File: config.mk
export PLATFORM = sky130hd
export DESIGN_NAME = ones_count_seq
export DESIGN_NICKNAME = d
export VERILOG_FILES = /design/src/rtl/ones_count_seq.sv
export SDC_FILE = /design/constraint.sdc
export NUM_CORES = 1
export LEC_CHECK = 0
export ABC_CLOCK_PERIOD_IN_PS = 4600
export CORE_MARGIN = 3
export CORE_UTILIZATION = 40
export DETAILED_ROUTE_END_ITERATION = 16
export PLACE_DENSITY = 0.73
export SLEW_MARGIN = 40
export SYNTH_ARGS = -nofsm -noshare
export SYNTH_HDL_FRONTEND = slang
export SYNTH_SLANG_ARGS = --single-unit
File: constraint.sdc
create_clock -name clk -period 4.6 [get_ports clk]
set_input_delay 0.92 -clock clk [delete_from_list [all_inputs] [get_ports clk]]
set_output_delay 0.92 -clock clk [all_outputs]
set_load 0.01 [all_outputs]
File: src/rtl/ones_count_seq.sv
// ones_count8: number of set bits in one byte.
// Latency: combinational.
// Backpressure: none.
module ones_count8 (
    input  logic [7:0] dat,
    output logic [3:0] cnt
);
    always_comb begin
        cnt = 4'd0;
        for (int i = 0; i < 8; i++) begin
            cnt = cnt + {3'b000, dat[i]};
        end
    end
endmodule

// ones_count_seq: popcount or zero-count of a WIDTH-bit operand, one byte lane per cycle.
// Latency: rsp_valid rises N = WIDTH/8 cycles after the accept edge; next accept at the edge after the handshake.
// Backpressure: holds the result in RESP with rsp_count stable while rsp_ready is low; req_ready is low while busy.
module ones_count_seq #(
    parameter int WIDTH = 32,
    parameter int CW    = $clog2(WIDTH + 1)
) (
    input  logic             clk,
    input  logic             reset_n,
    input  logic             req_valid,
    output logic             req_ready,
    input  logic [WIDTH-1:0] req_data,
    input  logic             req_zeros,
    output logic             rsp_valid,
    input  logic             rsp_ready,
    output logic [CW-1:0]    rsp_count,
    output logic             busy
);
    localparam int N  = WIDTH / 8;
    localparam int LW = (N > 1) ? $clog2(N) : 1;
    localparam logic [LW-1:0] LAST = LW'(N - 1);

    typedef enum logic [1:0] {
        IDLE = 2'd0,
        RUN  = 2'd1,
        RESP = 2'd2
    } state_t;

    state_t state;
    state_t state_nxt;

    logic [N-1:0][7:0] op;
    logic [LW-1:0]     lane;
    logic [CW-1:0]     acc;
    logic [7:0]        lane_dat;
    logic [3:0]        lane_cnt;
    logic [CW-1:0]     acc_sum;

    // the shared counter sees zero outside RUN so it never toggles on idle operands
    assign lane_dat = (state == RUN) ? op[lane] : 8'h00;
    assign acc_sum  = acc + CW'(lane_cnt);

    ones_count8 u_cnt (
        .dat (lane_dat),
        .cnt (lane_cnt)
    );

    always_ff @(posedge clk or negedge reset_n) begin
        if (!reset_n) begin
            state <= IDLE;
        end else begin
            state <= state_nxt;
        end
    end

    always_comb begin
        state_nxt = state;
        case (state)
            IDLE:    if (req_valid)     state_nxt = RUN;
            RUN:     if (lane == LAST)  state_nxt = RESP;
            RESP:    if (rsp_ready)     state_nxt = IDLE;
            default:                    state_nxt = IDLE;
        endcase
    end

    always_ff @(posedge clk or negedge reset_n) begin
        if (!reset_n) begin
            op        <= '0;
            lane      <= '0;
            acc       <= '0;
            rsp_count <= '0;
        end else begin
            case (state)
                IDLE: begin
                    if (req_valid) begin
                        op   <= req_zeros ? ~req_data : req_data;
                        lane <= '0;
                        acc  <= '0;
                    end
                end
                RUN: begin
                    acc <= acc_sum;
                    if (lane == LAST) begin
                        rsp_count <= acc_sum;
                    end else begin
                        lane <= lane + LW'(1);
                    end
                end
                default: begin
                end
            endcase
        end
    end

    assign req_ready = (state == IDLE);
    assign rsp_valid = (state == RESP);
    assign busy      = (state != IDLE);
endmodule
After elaboration in Yosys (flattened, before gate mapping). Cells that the tools add are included.

Flip-flop bits (word level): 48. Output and inout bits: 9. Input port bits: 37. Logic and storage cells: 47.

Mux-type cells: 13. Eq/ne operators: 7. $lt $le $gt $ge: 1. Add/subtract/negate cells: 9. Bitwise logic cells: 1. Reduce and logical (&&, ||, !) cells: 8.

Operator list (count): 2-to-1 mux 32 bit (1); inverter 32 bit (1); adder 4 x 1 -> 4 bit (6); binary-select mux 8 bit (select 2 bit) (1); 2-to-1 mux 8 bit (2); case mux 6 bit (2 select lines) (1); 2-to-1 mux 2 bit (5); adder 6 x 4 -> 6 bit (1); 2-to-1 mux 6 bit (1); case mux 2 bit (3 select lines) (1); AND reduction 2 bit (3); AND reduction 3 bit (2); == test 2 bit (second input constant) (2); != test 2 x 1 -> 1 bit (second input constant) (2); != test 2 bit (second input constant) (2); case mux 2 bit (2 select lines) (1); nonzero test 2 bit (2); less-than comparator 2 x 3 -> 1 bit (second input constant) (1); adder 1 x 1 -> 2 bit (1); adder 2 x 1 -> 2 bit (second input constant) (1); == test 2 x 1 -> 1 bit (second input constant) (1); zero test 2 bit (1).

Logic depth before layout (Yosys ltp). Gate-level depths: netlist (run 1).

Depth in word-level cells: 12. Depth in mapped cells: 16. Mapped depth without buffers: 15.

Hierarchy. Synthesis (run 1) repeated with hierarchy kept, for this count alone.

Cell total of the unflattened synthesis: 261. Area, all modules: 2661.3 µm².

By module, submodules not included: ones_count_seq (sequential area each 1201.2 µm², times used 1, area each 2471.1 µm², cells each 237); ones_count8 (sequential area each 0.0 µm², times used 1, area each 190.2 µm², cells each 24).

Worst setup path after synthesis (run 1). Ideal clock, no wire load.

Path type: reg-to-reg. Start point: reg lane[0]. End point: reg rsp_count[4]. Clock period less this slack: 4.402 ns. Data required time: 4.473 ns. Slack: 0.198 ns. Library setup time: 0.127 ns. Cell stages (with the launch flop): 14. Buffers on the path: 1. Data arrival time: 4.275 ns. Cell sequence: dfrtp_1 buf_6 mux4_2 and2_1 ha_1 inv_1 fa_1 fa_1 fa_1 fa_1 fa_1 o21ai_0 xnor2_1 o21ai_0.

Word-level cells in the longest chain between the ends: 11. Elaborated cells on any way between the ends: 13. Classes of those cells: add/sub (8); eq/ne (1); mux (3); reduce/logical (1).

Ends and longest elaborated chain: start: declaration (RTL line 48) `logic [LW-1:0] lane;`; start signal: assignment (RTL line 101) `lane <= lane + LW'(1);`; binary-select mux 8 bit (select 2 bit) (RTL line 55) `assign lane_dat = (state == RUN) ? op[lane] : 8'h00;`; 2-to-1 mux 8 bit (implied by the code) (RTL line 55); 2-to-1 mux 8 bit (RTL line 55); adder 1 x 1 -> 2 bit (RTL line 11) `cnt = cnt + {3'b000, dat[i]};`; adder 4 x 1 -> 4 bit (6 in series) (RTL line 11); adder 6 x 4 -> 6 bit (RTL line 56) `assign acc_sum = acc + CW'(lane_cnt);`; end signal: assignment (RTL line 99) `rsp_count <= acc_sum;`; end: declaration (RTL line 31) `output logic [CW-1:0] rsp_count,`.

Parallel ways exist; a longest one is shown, timed or not. The select of a mux whose other input is x is not followed. A chain may end at the register's enable or synchronous reset.

Final worst setup path (run 1).
Start point: reg lane[0]. End point: reg rsp_count[5].

The elaborated chain is that of the path after synthesis.

==> flow_summary.json, run 1 <==
{
  "status": "finished clean",
  "grt_max_degree": 70,
  "layout_setup_ws_ns": 0.213,
  "drc_errors": 0,
  "slowest_stage": "fa_2",
  "synthTopCellsByCount": "nand2_1 (52), dfrtp_1 (48), o21ai_0 (44), xnor2_1 (36), inv_1 (12)",
  "grt_use_met1": 0.185,
  "grtUsageTotal": 0.145,
  "maxClockFrequency_mhz": 228,
  "n_antenna_cell": 0,
  "end_kind": "flop",
  "ctsHtreeMaxLevel": 2,
  "dieArea_um2": 7690,
  "leakage_nw": 1.43,
  "synth_top_flop_cell": "dfrtp_1",
  "ctsHoldBuffers": 0,
  "final_hold_viol_count": 0,
  "hpwl_mm": 3.63,
  "nNetsFinal": 346,
  "post_drt_wl_per_cell_um": 13.2,
  "rsz0062_at_grt": "no",
  "required_ns": 4.79,
  "io_pins": 46,
  "synth_top_cell_by_area": "dfrtp_1",
  "max_stage_delay_ns": 0.57,
  "detail_route.first_pass.iterations": 4,
  "core_area_um2": 6420,
  "gr-usage-met3": 0.0470,
  "p_per_area_nw_per_um2": 743,
  "yosysUniqueCellTypes": 30,
  "synthCells": 255,
  "setup_tns_ns": 0,
  "synth_nets": 306,
  "start_util": 0.416,
  "clock-skew-final_ns": 0.00358,
  "cts_tree": "built",
  "vias": 1824,
  "cp_data_arrival_time_ns": 4.58,
  "wl_mm": 4.91,
  "post-route-period-util": 0.954,
  "clock-root-buffer": "clkbuf_8",
  "min_path_type": "reg2reg",
  "globalRoute.busiestLayer": "met2",
  "drive_above_1_share": 0.0912,
  "overflow": 0,
  "dp_slack_ns": 0.0114,
  "crit_type": "reg2reg",
  "cts.path.max_buffers": 2,
  "ant_nets": 0,
  "worst_pin_slew_ns": 0.597,
  "worstPathMaxFanout": 5,
  "synth_top_area_frac": 0.450,
  "met2_usage": 0.236,
  "fin_cells": 373,
  "slew_headroom": 0.602,
  "die_w_um": 87.7,
  "die_y_um": 87.7,
  "peakVddDrop_mv": 0.241,
  "async_reset_ff_frac": 1.00,
  "syn_avg_cell_area_um2": 10.5,
  "globalplace.congestion": 0.825,
  "cts.sinks": 48,
  "crit_path_start_kind": "flop",
  "yosysMostFrequentCell": "nand2_1",
  "grt_pass1_wl_mm": 8.67,
  "cts_buffers": 5,
  "yosys_warnings": 0,
  "synth_seq_cells": 48,
  "drtIter0Drc": 48,
  "area_growth_pct": 22.6,
  "finalSetupViolCount": 0,
  "yosysSeqAreaShare": 0.450,
  "antenna_found_initial": 0,
  "synth_area_leaders": "dfrtp_1 (45%), xnor2_1 (12%), o21ai_0 (8.3%)",
  "synth_edf_count": 0,
  "clk_pin_slew_ns": 0.09,
  "cap_viol_max_count": 0,
  "period_minus_slack_ns": 4.39,
  "dp_cells": 364,
  "viasPerCell": 4.89,
  "num_rows": 29,
  "clk_latency_ns": 0.31,
  "final-max-slew-violation-count": 0,
  "grt_pass1_vias": 1902,
  "crit_chain": "mux4_2 > and2_1 > ha_1 > inv_1 > fa_1 > fa_1 > fa_2 > fa_2 > inv_1 > ha_1 > nand3_1 > a31oi_2 > xnor2_1 > o21ai_0",
  "place.port_buffers": 45,
  "syn-cell-area_um2": 2670
}
==> cell usage in the layout, fill, tap and decap left out <==
master	synthesis	final
nand2_1	52	52
dfrtp_1	48	47
o21ai_0	44	43
clkdlybuf4s50_1	0	43
xnor2_1	36	35
inv_1	12	12
ha_1	9	9
mux4_1	6	6
clkbuf_8	0	6
buf_4	1	6
nand3_1	4	4
and2_1	3	3
fa_1	5	3
mux4_2	2	2
nor2_4	2	2
nand2b_1	2	2
mux2i_1	2	2
mux2_2	2	2
fa_2	0	2
clkinvlp_4	0	2
nor2b_1	1	1
o21a_1	1	1
xnor2_2	0	1
and2b_1	1	1
nand2_4	0	1
a21oi_2	0	1
a31oi_2	0	1
nor2_1	1	1
a22o_1	1	1
a21oi_1	2	1
o21ai_1	0	1
xor2_1	1	1
dfrtp_2	0	1
==> cell families (layout without fill, tap and decap cells) <==
kind of cell               after synthesis  after routing  synth area share
muxes                                   12             12            0.0919
adders and majority gates               14             14            0.0797
buffers and inverters                   28             69            0.0525
and+or+nand+nor                         67             67             0.110
DFF                                     48             48             0.450
AOI/OAI and AO/OA                       49             49            0.0947
xor gates and xnor gates                37             37             0.121
==> metal layers <==
layer / vias to the layer above / share of wire
met4: 0 / 0.012
met2: 38 / 0.49
met5: - / 0
met3: 7 / 0.047
met1: 859 / 0.45
li1: 920 / -
==> critical path: cells and delay by family (launching register included) <==
| kind | cells | cell delay, ns |
|---|---|---|
| fa+ha+maj | 6 | 2.53 |
| mux | 1 | 0.51 |
| flops | 1 | 0.43 |
| simple gates | 2 | 0.28 |
| compound gates | 2 | 0.27 |
| xor+xnor | 1 | 0.13 |
| buf+inv | 2 | 0.10 |
==> area by class of cell <==
class / instances / area [µm²]
fillers: 570 / 3150
multi-input cells: 179 / 1360
flip-flops and latches: 48 / 1200
repair buffers: 49 / 475
well taps: 77 / 96.3
clock buffers: 6 / 82.6
inverters: 12 / 45.0
clock inverters: 2 / 15.0
==> power breakdown <==
group | total, mW | leakage (nW) | switching, mW | internal, mW
Combinational | 1.42 | 0.779 | 0.742 | 0.678
Clock | 0.272 | 0.0434 | 0.150 | 0.122
Sequential | 0.739 | 0.603 | 0.118 | 0.621
==> through the flow <==
| step | total power, mW | utilization | area, µm² | hold slack (ns) |
|---|---|---|---|---|
| final | 2.43 | 0.509 | 3270 | 0.483 |
| after global routing | 2.69 | 0.509 | 3270 | 0.501 |
| after CTS | 2.41 | 0.504 | 3240 | 0.486 |
| after detailed placement | 2.11 | 0.489 | 3140 | 0.465 |
| after global placement | 2.01 | 0.488 | 3130 | 0.456 |
| after floorplan | 1.72 | - | 2670 | 0.441 |
==> worst paths after layout <==
| check | start | cells past startpoint | endpoint | slack (ns) |
|---|---|---|---|---|
| min in group asynchronous | reset_n | 1 | state[0] | 0.61 |
| min | op[2] | 2 | op[2] | 0.48 |
| max | lane[0] | 14 | rsp_count[5] | 0.21 |
| min reg2reg | op[2] | 2 | op[2] | 0.48 |
| max reg2reg | lane[0] | 14 | rsp_count[5] | 0.21 |
| max in group asynchronous | reset_n | 1 | lane[0] | 3.56 |
==> registers in the layout (all words and copies together), names as in the netlist <==
| signal | cells |
|---|---|
| acc | 6 |
| state | 2 |
| op | 32 |
| rsp_count | 6 |
| lane | 2 |
==> timing repair <==
action	4_1_cts	5_1_grt
resized for setup	1	6
endpoints found under the setup margin	3	6
setup buffers	0	1
pin swaps	0	2
No activity file was read; power rests on OpenSTA's default activity.
==> run 2, diff against run 1 <==
- CORE_ASPECT_RATIO: not set -> 0.7
==> run 2 against run 1 <==
Against the previous run:
- wire length increased by 3.7%
- global-route usage decreased by 0.53 points
- combinational power about the same
- maximum frequency decreased by 0.82%
- first-iteration DRC count increased by 100%
- sequential power increased by 0.8%
- critical path depth unchanged
- clock power increased by 15%
- largest cell class unchanged
- largest power group unchanged
- critical path type unchanged
- flip-flop and latch count unchanged
- register-to-register slack got worse by 0.04 ns
==> flow_summary.json, run 2 (synthesis results as in run 1) <==
{
  "status": "finished clean",
  "drive_above_1_share": 0.0912,
  "grt_max_degree": 70,
  "dp_cells": 379,
  "largest_reg_flops": 32,
  "detail_route.first_pass.iterations": 4,
  "grt_pass1_vias": 1733,
  "slowest_stage": "fa_1",
  "cts_tree": "built",
  "drtIter0Drc": 96,
  "wl_mm": 5.09,
  "cts_buffers": 5,
  "end_kind": "flop",
  "area_growth_pct": 24.1,
  "p_switching_mw": 0.997,
  "start_util": 0.421,
  "n_antenna_cell": 0,
  "seqPwrFrac": 0.304,
  "die_y_um": 74.3,
  "post-route-period-util": 0.962,
  "antenna_found_initial": 0,
  "power_mw": 2.45,
  "viasPerCell": 4.68,
  "crit_path_start_kind": "flop",
  "crit_type": "reg2reg",
  "regMostFlops": "op",
  "clk_pin_slew_ns": 0.10,
  "max_stage_delay_ns": 0.52,
  "grt_pass1_wl_mm": 8.47,
  "clock-skew-final_ns": 0.00880,
  "pwr-share-clk": 0.128,
  "ant_nets": 0,
  "worstPathMaxFanout": 4,
  "dieArea_um2": 7700,
  "p_per_area_nw_per_um2": 741,
  "cap_viol_max_count": 0,
  "fill_cells": 559,
  "hpwl_mm": 3.74,
  "fin_cells": 387,
  "place.port_buffers": 45,
  "worst_pin_slew_ns": 0.595,
  "p_int_mw": 1.46,
  "p_sw_frac": 0.406,
  "post-cts-setup-buffers": 0,
  "required_ns": 4.78,
  "comb_power_share": 0.569,
  "peakVddDrop_mv": 0.298,
  "vias": 1810,
  "leakage_nw": 1.44,
  "crit_chain": "mux4_2 > and2_1 > ha_1 > inv_1 > fa_1 > fa_1 > fa_2 > fa_1 > xnor2_2 > ha_1 > a21oi_2 > nand2_1 > xnor2_2 > o21ai_0",
  "slew_headroom": 0.603,
  "period_minus_slack_ns": 4.42,
  "final_common_cell": "nand2_1",
  "cts.path.max_buffers": 2,
  "post_drt_wl_per_cell_um": 13.1,
  "grtUsageTotal": 0.140,
  "globalplace.congestion": 0.802,
  "die_w_um": 104,
  "maxClockFrequency_mhz": 226,
  "num_rows": 24,
  "cp_data_arrival_time_ns": 4.60,
  "cts.sinks": 48,
  "clk_latency_ns": 0.30,
  "dp_slack_ns": 0.0534,
  "final_hold_viol_count": 0,
  "nNetsFinal": 346,
  "io_pins": 46,
  "overflow": 0,
  "final_cell_mix": "nand2_1 (52), dfrtp_1 (47), o21ai_0 (43), clkdlybuf4s50_1 (43), xnor2_1 (34)",
  "core_area_um2": 6340,
  "ctsHtreeMaxLevel": 2,
  "min_path_type": "reg2reg",
  "cpMostUsedCell": "fa_1",
  "layout_setup_ws_ns": 0.176,
  "reg_top3": "op (32), acc (6), rsp_count (6)",
  "finalSetupViolCount": 0,
  "clock-root-buffer": "clkbuf_8",
  "worst_hold_slack_ns": 0.480,
  "final-max-slew-violation-count": 0,
  "drc_errors": 0
}
run 2: changes by cell type in the layout (fill, tap and decap cells not counted), sizes merged:
cell and delta:
inv +1, bufinv +1, clkinvlp -1, clkbuf -1
run 2: final timing paths:
check                           startpoint            to  slack, ns  cells past startpoint
worst max-delay path               lane[0]        acc[3]       0.18                     14
worst min-delay path                op[18]        op[18]       0.48                      2
worst max register to register     lane[0]        acc[3]       0.18                     14
worst min register to register      op[18]        op[18]       0.48                      2
max in group asynchronous          reset_n       lane[0]       3.55                      1
min in group asynchronous          reset_n  rsp_count[3]       0.61                      1
run 2: cell type report:
class	instances	area [µm²]	share of cell area
tap	91	114	0.0344
clock buffer	5	68.8	0.0208
clock inverter	3	46.3	0.0140
sequential	48	1200	0.363
multi-input combinational	179	1360	0.411
timing repair buffer	49	475	0.144
inverter	12	45.0	0.0136
run 2: timing repair:
action                     CTS  global route
setup endpoints to repair    0             6
hold buffers                 0             0
gates resized for setup      0             7
hold endpoints to repair     0             0
run 2: through the flow:
stage	util	setup TNS, ns	instance area, µm²
2_1_floorplan	-	0	2670
6_report	0.523	0	3310
3_3_place_gp	0.498	0	3160
3_5_place_dp	0.500	0	3170
4_1_cts	0.518	0	3280
5_1_grt	0.523	-0.00630	3310
run 2: power groups by stage:
stage | sequential [mW] | combinational, mW | clock [mW]
after floorplan | 0.712 | 1.01 | 0
after global placement | 0.745 | 1.31 | 0
after detailed placement | 0.749 | 1.37 | 0
after CTS | 0.746 | 1.37 | 0.322
after global routing | 0.774 | 1.60 | 0.345
final | 0.745 | 1.40 | 0.313
run 2: metal layers:
metal	track usage	part of all wire	vias to the layer above
li1	-	-	920
met4	0.0177	0.0028	0
met3	0.0442	0.054	2
met1	0.201	0.50	848
met5	0	0	-
met2	0.216	0.45	40
run 2: critical path: cells and delay by family, from the launching register on:
kind / cells / cell delay, ns
compound gates: 2 / 0.27
buf+inv: 1 / 0.05
xor+xnor: 2 / 0.31
fa+ha+maj: 6 / 2.45
simple gates: 2 / 0.30
flops: 1 / 0.42
mux: 1 / 0.51
==> run 3, diff against run 2 <==
- TNS_END_PERCENT: not set -> 5
==> results of run 3 <==
Same layout as run 2: the final DEF is identical, and so are final timing and power.
